<file path="config.mk">
export PLATFORM = sky130hd
export DESIGN_NAME = exec_unit_seq
export DESIGN_NICKNAME = d
export VERILOG_FILES = /design/src/rtl/exec_unit_pkg.sv /design/src/rtl/exec_unit_seq_muldiv_iter.sv /design/src/rtl/exec_unit_seq.sv
export SDC_FILE = /design/constraint.sdc
export NUM_CORES = 2
export LEC_CHECK = 0
export CORE_MARGIN = 2
export CORE_UTILIZATION = 48
export DETAILED_ROUTE_END_ITERATION = 16
export GPL_ROUTABILITY_DRIVEN = 0
export PLACE_DENSITY = 0.75
export SETUP_SLACK_MARGIN = 0.02
export SYNTH_ARGS = -nofsm -noshare
export SYNTH_HDL_FRONTEND = slang
export SYNTH_SLANG_ARGS = --single-unit
</file>
<file path="constraint.sdc">
create_clock -name clk -period 26.4 [get_ports clk]
set_input_delay 5.28 -clock clk [delete_from_list [all_inputs] [get_ports clk]]
set_output_delay 5.28 -clock clk [all_outputs]
set_load 0.03 [all_outputs]
</file>
<file path="src/rtl/exec_unit_pkg.sv">
// Shared types for the sequential execute stage and its iterative mul/div unit.
// Operand selects, ALU/M-extension opcodes, FSM states and opcode helpers.
package exec_unit_pkg;

  typedef enum logic {
    OP1_SEL_RS1,
    OP1_SEL_PC
  } op1_sel_e;

  typedef enum logic {
    OP2_SEL_RS2,
    OP2_SEL_IMM
  } op2_sel_e;

  typedef enum logic [3:0] {
    EXEC_ADD,
    EXEC_SUB,
    EXEC_SLL,
    EXEC_SLT,
    EXEC_SLTU,
    EXEC_XOR,
    EXEC_SRL,
    EXEC_SRA,
    EXEC_OR,
    EXEC_AND,
    EXEC_PASS2
  } exec_op_e;

  typedef struct packed {
    op1_sel_e operand1_sel;
    op2_sel_e operand2_sel;
    exec_op_e exec_op;
  } exec_unit_params;

  // Encoded exactly as RV funct3 so decode can pass the field straight through.
  typedef enum logic [2:0] {
    MD_MUL,
    MD_MULH,
    MD_MULHSU,
    MD_MULHU,
    MD_DIV,
    MD_DIVU,
    MD_REM,
    MD_REMU
  } md_op_e;

  typedef enum logic [1:0] {
    IDLE,
    MUL,
    DIV,
    DONE
  } exec_seq_state_e;

  function automatic logic md_is_div(input md_op_e op);
    return op[2];
  endfunction

  function automatic logic md_a_signed(input md_op_e op);
    return (op == MD_MULH) || (op == MD_MULHSU) || (op == MD_DIV) || (op == MD_REM);
  endfunction

  function automatic logic md_b_signed(input md_op_e op);
    return (op == MD_MULH) || (op == MD_DIV) || (op == MD_REM);
  endfunction

endpackage

</file>
<file path="src/rtl/exec_unit_seq_muldiv_iter.sv">
// Iterative multiply (shift-add, MUL_RADIX bits/step) and restoring divide.
// Works on magnitudes; the sign fix-up is folded into the last iteration's result.
module muldiv_iter
  import exec_unit_pkg::*;
#(
  parameter int XLEN      = 32,
  parameter int MUL_RADIX = 2
) (
  input  logic            clk,
  input  logic            rst,
  input  logic            flush,
  input  logic            start,
  input  md_op_e          op,
  input  logic [XLEN-1:0] a,
  input  logic [XLEN-1:0] b,
  output logic            done,
  output logic [XLEN-1:0] result
);
  localparam int MUL_ITERS = XLEN / MUL_RADIX;
  localparam int CW        = $clog2(XLEN) + 1;

  md_op_e            op_q;
  logic              active;
  logic              neg_res;
  logic [CW-1:0]     count;
  logic [CW-1:0]     last_q;
  logic              a_neg, b_neg;
  logic [XLEN-1:0]   a_mag, b_mag;
  logic [2*XLEN-1:0] acc, mcand, mul_add, acc_nxt, prod;
  logic [XLEN-1:0]   mplier, divisor, quo, rem;
  logic [XLEN-1:0]   quo_nxt, rem_nxt, quo_fix, rem_fix;
  logic [XLEN:0]     rem_shift, diff;

  assign a_neg = md_a_signed(op) & a[XLEN-1];
  assign b_neg = md_b_signed(op) & b[XLEN-1];
  assign a_mag = a_neg ? -a : a;
  assign b_mag = b_neg ? -b : b;

  // One step of both datapaths; only the one matching op_q is committed.
  always_comb begin
    mul_add = '0;
    for (int i = 0; i < MUL_RADIX; i++) begin
      if (mplier[i]) mul_add = mul_add + (mcand << i);
    end
    acc_nxt   = acc + mul_add;
    rem_shift = {rem, quo[XLEN-1]};
    diff      = rem_shift - {1'b0, divisor};
    rem_nxt   = diff[XLEN-1:0];
    quo_nxt   = {quo[XLEN-2:0], 1'b1};
    if (diff[XLEN]) begin
      rem_nxt = rem_shift[XLEN-1:0];
      quo_nxt = {quo[XLEN-2:0], 1'b0};
    end
  end

  always_comb begin
    prod    = neg_res ? -acc_nxt : acc_nxt;
    quo_fix = neg_res ? -quo_nxt : quo_nxt;
    rem_fix = neg_res ? -rem_nxt : rem_nxt;
    result  = rem_fix;
    case (op_q)
      MD_MUL:                       result = prod[XLEN-1:0];
      MD_MULH, MD_MULHSU, MD_MULHU: result = prod[2*XLEN-1:XLEN];
      MD_DIV, MD_DIVU:              result = quo_fix;
      default:                      result = rem_fix;
    endcase
  end

  assign done = active && (count == last_q);

  always_ff @(posedge clk or posedge rst) begin
    if (rst) begin
      op_q    <= MD_MUL;
      active  <= 1'b0;
      neg_res <= 1'b0;
      count   <= '0;
      last_q  <= '0;
      acc     <= '0;
      mcand   <= '0;
      mplier  <= '0;
      divisor <= '0;
      quo     <= '0;
      rem     <= '0;
    end else if (flush) begin
      active <= 1'b0;
      count  <= '0;
    end else if (start) begin
      op_q    <= op;
      active  <= 1'b1;
      count   <= '0;
      // Remainder takes the dividend's sign; everything else the XOR of signs.
      neg_res <= (md_is_div(op) && op[1]) ? a_neg : (a_neg ^ b_neg);
      last_q  <= md_is_div(op) ? CW'(XLEN - 1) : CW'(MUL_ITERS - 1);
      acc     <= '0;
      mcand   <= {{XLEN{1'b0}}, a_mag};
      mplier  <= b_mag;
      quo     <= a_mag;
      rem     <= '0;
      divisor <= b_mag;
    end else if (active) begin
      count <= count + CW'(1);
      if (md_is_div(op_q)) begin
        quo <= quo_nxt;
        rem <= rem_nxt;
      end else begin
        acc    <= acc_nxt;
        mcand  <= mcand << MUL_RADIX;
        mplier <= mplier >> MUL_RADIX;
      end
      if (done) begin
        active <= 1'b0;
        count  <= '0;
      end
    end
  end

endmodule

</file>
<file path="src/rtl/exec_unit_seq.sv">
// Sequential execute stage: single-cycle ALU ops plus iterative RV M-extension,
// valid/ready on both sides, one operation in flight at a time.
module exec_unit_seq
  import exec_unit_pkg::*;
#(
  parameter int XLEN      = 32,
  parameter int MUL_RADIX = 2
) (
  input  logic            clk,
  input  logic            rst,
  input  logic            flush,
  input  logic            in_valid,
  output logic            in_ready,
  input  logic [XLEN-1:0] pc,
  input  logic [XLEN-1:0] rs1,
  input  logic [XLEN-1:0] rs2,
  input  logic [XLEN-1:0] imm_val,
  input  exec_unit_params params,
  input  logic            is_muldiv,
  input  logic [2:0]      md_op,
  output logic            out_valid,
  input  logic            out_ready,
  output logic [XLEN-1:0] exec_out,
  output logic            busy
);
  localparam int SHW = $clog2(XLEN);

  exec_seq_state_e state, state_nxt;
  md_op_e          md_kind;
  logic [XLEN-1:0] op1, op2, alu_res, div_special_res, md_result, res_nxt;
  logic [SHW-1:0]  shamt;
  logic            accept, md_start, md_done, load_res;
  logic            div_by_zero, div_overflow, div_special;

  assign md_kind = md_op_e'(md_op);
  assign op1     = (params.operand1_sel == OP1_SEL_PC) ? pc : rs1;
  assign op2     = (params.operand2_sel == OP2_SEL_IMM) ? imm_val : rs2;
  assign shamt   = op2[SHW-1:0];

  always_comb begin
    alu_res = op1 + op2;
    case (params.exec_op)
      EXEC_SUB:   alu_res = op1 - op2;
      EXEC_SLL:   alu_res = op1 << shamt;
      EXEC_SLT:   alu_res = {{(XLEN-1){1'b0}}, $signed(op1) < $signed(op2)};
      EXEC_SLTU:  alu_res = {{(XLEN-1){1'b0}}, op1 < op2};
      EXEC_XOR:   alu_res = op1 ^ op2;
      EXEC_SRL:   alu_res = op1 >> shamt;
      EXEC_SRA:   alu_res = $unsigned($signed(op1) >>> shamt);
      EXEC_OR:    alu_res = op1 | op2;
      EXEC_AND:   alu_res = op1 & op2;
      EXEC_PASS2: alu_res = op2;
      default:    alu_res = op1 + op2;
    endcase
  end

  // Divide corner cases resolve at acceptance and never start the iterator.
  assign div_by_zero     = (rs2 == '0);
  assign div_overflow    = md_a_signed(md_kind) && (rs1 == {1'b1, {(XLEN-1){1'b0}}}) && (rs2 == '1);
  assign div_special     = md_is_div(md_kind) && (div_by_zero || div_overflow);
  assign div_special_res = div_by_zero ? (md_kind[1] ? rs1 : '1) : (md_kind[1] ? '0 : rs1);

  assign in_ready  = !flush && ((state == IDLE) || ((state == DONE) && out_ready));
  assign accept    = in_valid && in_ready;
  assign out_valid = (state == DONE);
  assign busy      = (state == MUL) || (state == DIV);

  always_comb begin
    state_nxt = state;
    md_start  = 1'b0;
    load_res  = 1'b0;
    res_nxt   = alu_res;
    case (state)
      IDLE, DONE: begin
        if (accept) begin
          if (!is_muldiv) begin
            state_nxt = DONE;
            load_res  = 1'b1;
          end else if (div_special) begin
            state_nxt = DONE;
            load_res  = 1'b1;
            res_nxt   = div_special_res;
          end else begin
            state_nxt = md_is_div(md_kind) ? DIV : MUL;
            md_start  = 1'b1;
          end
        end else if ((state == IDLE) || out_ready) begin
          state_nxt = IDLE;
        end
      end
      MUL, DIV: begin
        if (md_done) begin
          state_nxt = DONE;
          load_res  = 1'b1;
          res_nxt   = md_result;
        end
      end
      default: state_nxt = IDLE;
    endcase
    if (flush) begin
      state_nxt = IDLE;
      md_start  = 1'b0;
      load_res  = 1'b0;
    end
  end

  always_ff @(posedge clk or posedge rst) begin
    if (rst) begin
      state    <= IDLE;
      exec_out <= '0;
    end else begin
      state <= state_nxt;
      if (load_res) exec_out <= res_nxt;
    end
  end

  muldiv_iter #(
    .XLEN      (XLEN),
    .MUL_RADIX (MUL_RADIX)
  ) u_muldiv (
    .clk    (clk),
    .rst    (rst),
    .flush  (flush),
    .start  (md_start),
    .op     (md_kind),
    .a      (rs1),
    .b      (rs2),
    .done   (md_done),
    .result (md_result)
  );

endmodule

</file>
## Word level (Yosys, flattened, before mapping)

Index checks and enable logic that the tools add are counted.
Widths: inputs -> output; s select.

| cells by class | value |
|---|---|
| add/subtract/negate cells | 11 |
| muxes and demuxes | 65 |
| equality and inequality tests | 28 |
| shift operators | 3 |
| order comparisons | 2 |
| bitwise gates (word level) | 7 |
| reductions and logical operators | 32 |

Operators with widths:

| kind | number |
|---|---|
| $mux 32 | 23 |
| $mux 64 | 9 |
| $pmux 32 s10 | 1 |
| $add 64x64->64 | 2 |
| $neg 32->32 | 4 |
| $pmux 32 s3 | 1 |
| $eq 32x32->1 const B | 2 |
| $lt 32x32->1 | 2 |
| $neg 64->64 | 1 |
| $pmux 32 s2 | 1 |
| $sub 33x32->33 | 1 |
| $add 32x32->32 | 1 |
| $and 32x32->32 | 1 |
| $logic_not 32->1 | 1 |
| $or 32x32->32 | 1 |
| $shl 32x5->32 | 1 |
| $shr 32x5->32 | 1 |
| $sshr 32x5->32 | 1 |
| $sub 32x32->32 | 1 |
| $xor 32x32->32 | 1 |
| $mux 6 | 4 |
| $eq 4x3->1 const B | 4 |
| $mux 1 | 16 |
| $mux 2 | 7 |
| 30 further kinds | 61 |

| word-level totals | value |
|---|---|
| word-level logic and storage cells | 161 |
| flip-flop bits (word level) | 307 |
| input bits | 143 |
| output and inout bits | 35 |

## Longest topological paths before layout

| depth | value |
|---|---|
| depth in word-level cells | 15 |
| gate-level depth with buffers | 40 |
| depth with buffers taken out | 32 |

## Modules after synthesis

Synthesis repeated with hierarchy kept, for this count alone.

| unflattened totals | value |
|---|---|
| cell total of the unflattened synthesis | 5619 |
| area, all modules | 40662.7 µm² |

Modules (own cells, without submodules):

| module | cells an instance | area each (µm²) | instances | seq. area each (µm²) |
|---|---|---|---|---|
| muldiv_iter | 3753 | 28162.0 | 1 | 6706.4 |
| exec_unit_seq | 1866 | 12500.7 | 1 | 850.8 |

## Worst setup path before layout

No wires, ideal clock.

| path | value |
|---|---|
| path kind | input -> output |
| from | in out_ready |
| to | out in_ready |
| data arrival time | 5.777 ns |
| stages on the path | 2 |
| buffers on the path | 0 |
| required time | 21.120 ns |
| setup slack | 15.343 ns |
| cells stage by stage | a21oi_1 -> nor2_1 |

| between the ends | value |
|---|---|
| longest elaborated chain between the ends | 3 |

RTL lines:

| what | RTL line | RTL |
|---|---|---|
| start: declaration | exec_unit_seq.sv:22 | `input logic out_ready,` |
| $logic_and 1x1->1 | exec_unit_seq.sv:63 | `assign in_ready = !flush && ((state == IDLE) \|\| ((state == DONE) && out_ready));` |
| $logic_or 1x1->1 | exec_unit_seq.sv:63 |  |
| $logic_and 1x1->1 | exec_unit_seq.sv:63 |  |
| end: declaration | exec_unit_seq.sv:13 | `output logic in_ready,` |

Every way passes these cells.

## Final worst setup path

| path | value |
|---|---|
| from | in flush |
| to | out in_ready |

| between the ends | value |
|---|---|
| longest elaborated chain between the ends | 2 |

RTL lines:

| what | RTL line | RTL |
|---|---|---|
| start: declaration | exec_unit_seq.sv:11 | `input logic flush,` |
| $logic_not 1->1 | exec_unit_seq.sv:63 |  |
| $logic_and 1x1->1 | exec_unit_seq.sv:63 |  |

Every way passes these cells.

==> implementation parameters <==
Parameter                              Value

Run status
  Run status ... finished, violations left
  Violations in the final reports ... max-capacitance violations, max-slew violations

Clock tree
  CTS tree ... built
  Clock-pin slew on the worst setup and hold paths ... 0.06 ns
  Buffer cell driving the clock tree root ... sky130_fd_sc_hd__clkbuf_16
  Resized cells post-CTS ... 0
  Clock H-tree levels ... 2
  Post-CTS repair timing setup buffer count ... 0
  Worst-case clock buffer depth ... 3
  CTS hold repair buffers ... 0
  Clk_lat worst skew ... 0.58 ns
  Cts bufs inserted ... 36
  Clk sink count ... 302

Route
  Vias post-DR ... 44,400
  Remaining antenna violation count after routing ... 0
  DR top layer ... met5
  Number of DRC markers in iteration 0 ... 6,906
  Total met2 wirelength after detailed routing ... 65.8 mm
  Number of vias per cell ... 6.85
  DRT Wirelength ... 157 mm
  WL met1 ... 59.1 mm
  Total length of routed met3 wires ... 19.5 mm
  Avg WL per Cell ... 24.2 um
  Drt pass-1 iters ... 9
  Drc violations ... 0

Floorplanning
  Die area ... 0.0852 sq mm
  Total I/O pin count ... 178
  Floorplan die width ... 292 um
  Die outline height ... 292 um
  Initial core utilization ... 48.4%
  Number of rows in the core area ... 105
  Core ar. ... 0.0821 sq mm

Global route
  Maximum number of pins on one net before global-route repair ... 114
  Vias in the first global route ... 40,200
  All-layer global routing usage ... 35.3%
  Global-route wire length before repair ... 238 mm
  Total overflow reported by the global router ... 0
  Initial antenna violation count ... 12

Pwr
  Worst IR drop on VDD ... 0.0000819 V
  Leakage power total ... 18.5 nW
  PD cells ... 139 mW/mm^2

Timing
  Hold slack ... 0.473 ns
  Unrepaired setup endpoints after global routing ... false
  Fin Clk Skew ... 0.0290 ns
  Number of slew-limit violations in the final report ... 1
  Period utilization ... 46.8%
  Final setup violating endpoints ... 0
  Sum Neg Setup Slack ... 0 ns
  Final period demand of the worst path ... 12.35 ns
  Final Hold Vio Count ... 0
  Slew at the pin closest to its max-slew limit ... 1.47 ns
  Achievable clock frequency ... 81.0 MHz
  Tightest slew margin relative to the limit ... -0.691%

Logic synthesis
  Total standard cell area after synthesis ... 0.0398 sq mm
  Synthesis-stage register bit count ... 302
  FFs w/ async S/R, synth ... 100%
  Total nets after synthesis ... 5,874
  Number of flops mapped to enable cells by yosys ... 0
  Instance count of the mapped netlist ... 5,485
  Syn avg cell area ... 7.25 sq um
  Synth area leader ... sky130_fd_sc_hd__dfrtp_1
  Prevailing post-synth register cell ... sky130_fd_sc_hd__dfrtp_1
  Area share of the leading cell type in the synthesized netlist ... 19.0%
  Syn. warnings ... 0
  Sequential-to-total area share from yosys stat ... 19.0%
  Most common library cells after synthesis ... sky130_fd_sc_hd__nand2_1, sky130_fd_sc_hd__nor2_1, sky130_fd_sc_hd__a21oi_1, sky130_fd_sc_hd__o21ai_0, sky130_fd_sc_hd__dfrtp_1
  Synth area leaders ... sky130_fd_sc_hd__dfrtp_1, sky130_fd_sc_hd__ha_1, sky130_fd_sc_hd__nand2_1
  Leading cell type by number of instances after synthesis ... sky130_fd_sc_hd__nand2_1
  Number of different library cells in the post-synthesis netlist ... 116

Cells and area
  Filler instances ... 7,847
  Ratio of cells with drive above 1 in the final layout ... 5.16%
  Layout Nets ... 5,764
  Area taken by flip-flops and latches ... 0.00757 sq mm
  Multi-input gate area in the final layout ... 0.0300 sq mm
  Area Overhead vs Synth ... 8.62%

Worst setup path
  Startpoint of the lowest-slack register-to-register path ... u_muldiv.mplier[0]
  Cell with the largest stage delay on the worst path ... sky130_fd_sc_hd__clkdlybuf4s50_1
  CP Capture Type ... primary output
  Critical path, cell by cell ... clkdlybuf4s50_1 > nor2_1 > clkdlybuf4s50_1
  Data arrival time of the worst path ... 7.07 ns
  Cells on worst reg2reg path ... 25
  Endpoint of the lowest-slack register-to-register path ... exec_out[29]
  Critical path class ... in -> out
  Setup slack, reg-to-reg ... 16.02 ns
  Maximum net fanout on the critical path ... 12
  CP top delay family ... buffers and inverters
  Crit path launch type ... input pin
  Required time of the worst setup path ... 21.12 ns
  CP max stage delay ... 0.80 ns
  Buf+Inv Stages, Crit Path ... 2
  Dominant cell type by count on the critical path ... sky130_fd_sc_hd__clkdlybuf4s50_1

Hold path
  Worst min-delay path endpoint ... u_muldiv.divisor[11]
  Hold-critical path depth ... 1
  Hold wc startpoint ... u_muldiv.divisor[11]
  Worst hold path type ... reg -> reg

Placed design
  Post-DP HPWL ... 119 mm
  Buffers on Ports ... 177

Run
  Max-cap violations ... 2
-- metal layers --
layer	track usage (%)	up-vias
li1	-	20000
met1	45.1	20700
met2	53.0	3000
met3	8.43	669
met4	23.4	10
met5	0	-
-- flip-flops by register name, indices dropped and copies added (netlist names) --
| register | count |
|---|---|
| u_muldiv.acc | 64 |
| u_muldiv.mcand | 64 |
| exec_out | 32 |
| u_muldiv.divisor | 32 |
| u_muldiv.mplier | 32 |
| u_muldiv.quo | 32 |
| u_muldiv.rem | 32 |
| u_muldiv.count | 6 |
| u_muldiv.op_q | 3 |
| state | 2 |
| u_muldiv.active | 1 |
| u_muldiv.last_q | 1 |
| u_muldiv.neg_res | 1 |
-- report_power, final --
part           switching (mW)  internal, mW  total, mW  leakage (nW)
Clock                   0.227         0.327      0.554         0.630
Combinational            2.92          1.54       4.46          14.0
Sequential              0.338         0.649      0.988          3.81
-- metrics by stage --
stage | instances | setup slack, ns | cell area (sq um) | total power, mW | utilization (%)
floorplan | 5485 | 12.77 | 39800 | 4.02 | -
global placement | 6407 | 14.07 | 41900 | 5.17 | 51.0
detailed placement | 6407 | 14.10 | 41900 | 5.24 | 51.0
CTS | 6473 | 14.10 | 43200 | 5.82 | 52.6
global route | 6477 | 14.05 | 43200 | 6.37 | 52.6
finish | 6478 | 14.05 | 43200 | 6.01 | 52.6
-- final cells by class --
type / count / area share, %
multi-input cells: 4579 / 69.4
flip-flops and latches: 302 / 17.5
repair buffers: 235 / 5.09
well taps: 1070 / 3.10
clock buffers: 47 / 2.39
inverters: 221 / 1.94
clock inverters: 19 / 0.556
diodes: 5 / 0.0290
-- kinds of logic (layout without fill, tap and decap cells) --
logic type | count (synthesis) | in the layout | synth area share, %
simple gates | 1908 | 1908 | 22.5
flops | 302 | 302 | 19.0
fa+ha+maj | 267 | 267 | 8.36
other cells | 0 | 5 | 0
buf+inv | 604 | 522 | 5.96
mux | 235 | 235 | 6.16
xor+xnor | 303 | 303 | 6.67
compound gates | 1866 | 1866 | 31.3
-- layout by cell type (no fill, tap or decap), types with 28 or more instances in the layout --
cell type and n:
sky130_fd_sc_hd__mux2i_1 168, sky130_fd_sc_hd__o21a_1 43, sky130_fd_sc_hd__o21ai_1 32, sky130_fd_sc_hd__o22ai_1 62, sky130_fd_sc_hd__xor2_1 138, sky130_fd_sc_hd__buf_4 58, sky130_fd_sc_hd__clkbuf_16 37, sky130_fd_sc_hd__ha_1 241
sky130_fd_sc_hd__a221o_1 79, sky130_fd_sc_hd__o21ai_0 352, sky130_fd_sc_hd__nor3_1 126, sky130_fd_sc_hd__and3_1 31, sky130_fd_sc_hd__and2_1 78, sky130_fd_sc_hd__nand3_1 146, sky130_fd_sc_hd__o211ai_1 66, sky130_fd_sc_hd__a22oi_1 35
sky130_fd_sc_hd__dfrtp_1 299, sky130_fd_sc_hd__a31oi_1 61, sky130_fd_sc_hd__nand2_1 702, sky130_fd_sc_hd__or3_1 39, sky130_fd_sc_hd__a21o_1 135, sky130_fd_sc_hd__nand2b_1 43, sky130_fd_sc_hd__nor4_1 42, sky130_fd_sc_hd__inv_1 214
sky130_fd_sc_hd__or4_1 34, sky130_fd_sc_hd__o31ai_1 127, sky130_fd_sc_hd__o221ai_1 29, sky130_fd_sc_hd__nor2_1 467, sky130_fd_sc_hd__a21oi_1 461, sky130_fd_sc_hd__mux2_2 58, sky130_fd_sc_hd__o21bai_1 34, sky130_fd_sc_hd__a211oi_1 76
sky130_fd_sc_hd__a221oi_1 35, sky130_fd_sc_hd__nand4_1 74, sky130_fd_sc_hd__clkdlybuf4s50_1 175, sky130_fd_sc_hd__xnor2_1 165, sky130_fd_sc_hd__nor2b_1 28
-- worst max path at each step --
stage | end | cells past startpoint | start | slack, ns
after global placement | in_ready | 3 | flush | 14.07
after CTS | in_ready | 3 | flush | 14.10
after detailed placement | in_ready | 3 | flush | 14.10
final | in_ready | 3 | flush | 14.05
after floorplan | exec_out[0] | 1 | rst | 12.77
after global routing | in_ready | 3 | flush | 14.05
Power figures use the tool's default switching activity.
